--- config.mk ---
export PLATFORM = sky130hd
export DESIGN_NAME = dmem_arbiter
export DESIGN_NICKNAME = d
export VERILOG_FILES = /design/src/rtl/dmem_arbiter.sv
export SDC_FILE = /design/constraint.sdc
export NUM_CORES = 1
export LEC_CHECK = 0
export CELL_PAD_IN_SITES_DETAIL_PLACEMENT = 1
export CELL_PAD_IN_SITES_GLOBAL_PLACEMENT = 2
export CORE_UTILIZATION = 26
export DETAILED_ROUTE_END_ITERATION = 10
export HOLD_SLACK_MARGIN = 0.06
export PLACE_DENSITY = 0.87
export SYNTH_ARGS = -nofsm -noshare
export SYNTH_HDL_FRONTEND = slang
export SYNTH_SLANG_ARGS = --single-unit
--- constraint.sdc ---
create_clock -name clk -period 3.2 [get_ports clk]
set_clock_uncertainty 0.05 [all_clocks]
set_input_delay 0.96 -clock clk [delete_from_list [all_inputs] [get_ports clk]]
set_output_delay 0.96 -clock clk [all_outputs]
set_load 0.005 [all_outputs]
--- src/rtl/dmem_arbiter.sv ---
`default_nettype none
// ============================================================================
// Module  : dmem_arbiter
// Brief   : Two-port arbiter in front of a single-port data memory; one
//           registered access per request, answered by a one-cycle response.
// Revision: 1.0 - initial release
// ============================================================================
module dmem_arbiter #(
  parameter int DEPTH      = 32,
  parameter bit FIXED_PRIO = 1'b0
) (
  input  logic        clk,
  input  logic        reset,
  input  logic        m0_req,
  input  logic        m0_we,
  input  logic [31:0] m0_addr,
  input  logic [31:0] m0_wdata,
  output logic        m0_gnt,
  output logic        m0_rvalid,
  output logic [31:0] m0_rdata,
  output logic        m0_err,
  input  logic        m1_req,
  input  logic        m1_we,
  input  logic [31:0] m1_addr,
  input  logic [31:0] m1_wdata,
  output logic        m1_gnt,
  output logic        m1_rvalid,
  output logic [31:0] m1_rdata,
  output logic        m1_err,
  output logic [31:0] mem_addr,
  output logic [31:0] mem_wdata,
  output logic        mem_we,
  input  logic [31:0] mem_rdata,
  output logic        busy
);

  localparam logic [1:0]  c_idle   = 2'd0;
  localparam logic [1:0]  c_access = 2'd1;
  localparam logic [1:0]  c_resp   = 2'd2;
  localparam logic [29:0] c_depth  = 30'(DEPTH);

  logic [1:0]  r_state;
  logic [1:0]  w_next_state;
  logic        r_owner;
  logic        r_we;
  logic        r_last_winner;
  logic        r_err;
  logic [31:0] r_addr;
  logic [31:0] r_wdata;
  logic [31:0] r_rdata;
  logic        w_tie_to_1;
  logic        w_pick1;
  logic        w_any_req;
  logic        w_in_range;

  // On a tie, round-robin hands the grant to whichever port did not win last.
  generate
    if (FIXED_PRIO) begin : g_fixed_prio
      assign w_tie_to_1 = 1'b0;
    end else begin : g_round_robin
      assign w_tie_to_1 = ~r_last_winner;
    end
  endgenerate

  assign w_any_req  = m0_req | m1_req;
  assign w_pick1    = m1_req & (~m0_req | w_tie_to_1);
  assign w_in_range = (r_addr[31:2] < c_depth);

  always_ff @(posedge clk or negedge reset) begin
    if (!reset) begin
      r_state <= c_idle;
    end else begin
      r_state <= w_next_state;
    end
  end

  always_comb begin
    w_next_state = r_state;
    case (r_state)
      c_idle:   if (w_any_req) w_next_state = c_access;
      c_access: w_next_state = c_resp;
      c_resp:   w_next_state = c_idle;
      default:  w_next_state = c_idle;
    endcase
  end

  always_ff @(posedge clk or negedge reset) begin
    if (!reset) begin
      r_owner       <= 1'b0;
      r_we          <= 1'b0;
      r_addr        <= '0;
      r_wdata       <= '0;
      r_rdata       <= '0;
      r_err         <= 1'b0;
      r_last_winner <= 1'b1;
    end else begin
      case (r_state)
        c_idle: begin
          if (w_any_req) begin
            r_owner <= w_pick1;
            r_we    <= w_pick1 ? m1_we    : m0_we;
            r_addr  <= w_pick1 ? m1_addr  : m0_addr;
            r_wdata <= w_pick1 ? m1_wdata : m0_wdata;
          end
        end
        c_access: begin
          r_rdata       <= (w_in_range && !r_we) ? mem_rdata : '0;
          r_err         <= ~w_in_range;
          r_last_winner <= r_owner;
        end
        default: ;
      endcase
    end
  end

  always_comb begin
    m0_gnt    = 1'b0;
    m1_gnt    = 1'b0;
    m0_rvalid = 1'b0;
    m1_rvalid = 1'b0;
    mem_we    = 1'b0;
    case (r_state)
      c_access: begin
        m0_gnt = ~r_owner;
        m1_gnt = r_owner;
        mem_we = r_we & w_in_range;
      end
      c_resp: begin
        m0_rvalid = ~r_owner;
        m1_rvalid = r_owner;
      end
      default: ;
    endcase
  end

  assign busy      = (r_state != c_idle);
  assign mem_addr  = r_addr;
  assign mem_wdata = r_wdata;
  assign m0_rdata  = r_rdata;
  assign m1_rdata  = r_rdata;
  assign m0_err    = r_err;
  assign m1_err    = r_err;

endmodule
`default_nettype wire

==> metrics.txt <==
global-route wire length before repair about 28,000 um; number of flops mapped to enable cells by yosys 0; clock tree from TritonCTS done; Met1 Wirelength 7090 um; power dissipated by switching net loads 1.98 mW; DPL Wire Length around 14,000 um; cell type with the largest total area after synthesis dfrtp_1; Synth top cells by count dfrtp_1 (101), mux2_4 (80), mux2_2 (40), buf_4 (35), nand2_1 (34); Sequential Power Share 33.9%; cell with the largest stage delay on the worst path dfrtp_1; top metal layer carrying routed signals met4; headroom to the max-slew limit 50.6%; main area contributors after synthesis dfrtp_1 (45%), mux2_4 (21%), mux2_2 (8.0%); Clock power frac 17.9%; Worst Hold Class flop to flop; die outline area 22,400 sq um; combined area of all synthesized cells 5660 sq um; Non-Filler Cell Area, Final 9070 sq um; final period demand of the worst path approximately 2900 ps; share of the yosys chip area belonging to registers around 45%; internal power consumption 4.31 mW; Post-Synth Simple-Gate Area roughly 7.6%; die height roughly 150 um; number of cells after detailed placement 951; met2 WL post-DR a little over 9000 um; number of primary I/O pins just over 300; layout cells sized above 1 28.4%; Num Clock Sinks a little over 100; Peak Freq 349 MHz; total routing resource utilization after global routing 16.2%; total CTS buffers 9; via density per instance 4.53; unrepaired setup endpoints after global routing no; combinational family with the most area after synthesis multiplexers; Yosys warning total 0; post-layout net count 853; count of hold buffers inserted by post-cts repair 0; synthesized-area fraction occupied by adder cells 0%; PnR worst setup slack 332 ps; portion of netlist area occupied by mux cells 31.1%; category of the worst setup path launch point flop; part of the power in combinational logic 48.2%; CP max FO 3; GP Congestion around 0.75; Static Leakage roughly 3.7 nW; pre-CTS setup slack 142 ps; Critical Path AT 1860 ps; DRC 0; final instance count without filler cells 966; areal power density over the cells 693 nW/um^2; Worst Setup Path Type flop to output port; power consumption 6.29 mW; # port buffers 301; number of distinct standard cells referenced by the synthesized netlist 32; vias after detailed routing 4,373; 1st-pass router iterations 4; most instantiated library cell after synthesis dfrtp_1; status completed; number of global-route vias before repair 4,906; Final Slew Violations 0; endpoint class of the critical path output port; signed area change from the synthesized netlist to the final layout 60.3%; complex-gate fraction of the synthesized area 7.63%; share of the cycle needed by the critical path after routing 89.6%; CP Data Required Time 2190 ps; htree depth 3; overflow left after global routing 0; switching share of power 31.4%; Core Region between 20,000 and 25,000 sq um; starting density of the core 26.8%; transition time of the tightest slew-check pin 741 ps; worst-skew pair later-pin latency around 340 ps; synthesized-area fraction occupied by xor and xnor cells 0%; leading register cell type out of synthesis dfrtp_1; syn_area_per_cell 13.5 sq um; Final Hold Vio Count 0; Synth async-reset ratio 100%; root cell of the clock tree clkbuf_16; width of the die 150 um; register clock-pin slew on the reported worst setup and hold paths approximately 70 ps; drt initial violations 63; number of nets with antenna violations after routing 0; area share of the largest cell type after synthesis 44.7%; number of antenna violations at the first check in global routing 0; max-cap violations 0; wire length per cell after detailed routing 18.6 um; CP Cell Sequence nor4_4 -> nand4_2 -> nor4_2 -> dlygate4sd2_1; Final Setup Violations 0; number of filler cells placed in the layout 2,184; worst stage delay on the critical path 420 ps; Max clock buf depth 2; instance count of the mapped netlist 418; number of synthesized register bits 102; placed cell area 8760 sq um; FP Rows 53; Antenna Cells 0; wire length on met3 1410 um; routed wire length 17,900 um; post-synthesis net count slightly below 600; setup_tns 0 ps; largest net degree at the start of global routing 54; Worst IR Drop VDD 0.000294 V
-- cells by family after synthesis --
logic type | count (synthesis)
simple gates | 82
flops | 102
buf+inv | 67
mux | 130
compound gates | 37
-- final cells by class --
type / instances / area (sq um) / share of cell area, %
repair buffers: 321 / 3200 / 35.2
flip-flops and latches: 102 / 2550 / 28.1
multi-input cells: 249 / 2660 / 29.3
inverters: 4 / 15.0 / 0.165
clock inverters: 3 / 43.8 / 0.483
well taps: 275 / 344 / 3.79
clock buffers: 12 / 256 / 2.83
-- through the flow --
stage          util, %  hold WS (ps)
6_report          42.9           442
3_3_place_gp      41.4           423
2_1_floorplan        -           433
3_5_place_dp      41.4           438
5_1_grt           42.9           469
4_1_cts           42.9           450
-- sequential cells by signal (all words and copies together) (netlist names) --
register and cells:
mem_addr 32, mem_wdata 32, r_owner 1, m0_rdata 32, r_last_winner 1, r_state 2
r_we 1, m0_err 1
-- layout by cell type, fill, tap and decap left out, types with 3 or more instances in the layout --
cell type	instances
buf_12	3
buf_4	18
clkbuf_16	9
clkdlybuf4s50_1	299
dfrtp_1	101
inv_1	3
mux2_1	8
mux2_2	40
mux2_4	80
nand2_1	33
nand3_1	32
nor2_1	3
o31ai_2	30
-- per-layer routing --
layer / vias up / GRT usage [%]
met5: - / 0
met4: 0 / 3.83
met3: 8 / 4.94
met2: 192 / 29.4
met1: 2177 / 18.2
li1: 1996 / -
-- power groups by stage --
| stage | clock [mW] | sequential (mW) | combinational (mW) |
|---|---|---|---|
| after floorplan | 0 | 2.09 | 1.53 |
| after global placement | 0 | 2.11 | 3.01 |
| after detailed placement | 0 | 2.14 | 3.07 |
| after CTS | 1.18 | 2.14 | 3.09 |
| after global routing | 1.23 | 2.20 | 3.24 |
| final | 1.13 | 2.13 | 3.03 |
-- critical path, delay by kind of cell (launching register included) --
| family | cells | cell delay [ps] |
|---|---|---|
| and+or+nand+nor | 3 | 780 |
| DFF | 1 | 420 |
| buffers and inverters | 1 | 310 |
-- final timing paths --
check | start | to | depth (start not counted) | slack, ps
hold / removal | mem_wdata[27]$_DFFE_PN0P_ | mem_wdata[27]$_DFFE_PN0P_ | 1 | 440
min in group asynchronous | reset | m0_rdata[19]$_DFFE_PN0N_ | 1 | 600
setup reg to reg | r_last_winner$_DFFE_PN1N_ | mem_wdata[26]$_DFFE_PN0P_ | 4 | 1300
hold reg to reg | mem_wdata[27]$_DFFE_PN0P_ | mem_wdata[27]$_DFFE_PN0P_ | 1 | 440
max in group asynchronous | reset | m0_rdata[2]$_DFFE_PN0N_ | 2 | 1730
setup / recovery | mem_addr[25]$_DFFE_PN0P_ | mem_we | 4 | 330
-- timing repair --
action,in CTS,in global routing
setup endpoints to repair,1,0
setup buffers,0,0
gates resized for setup,3,0
(Power assumes the default switching activity.)
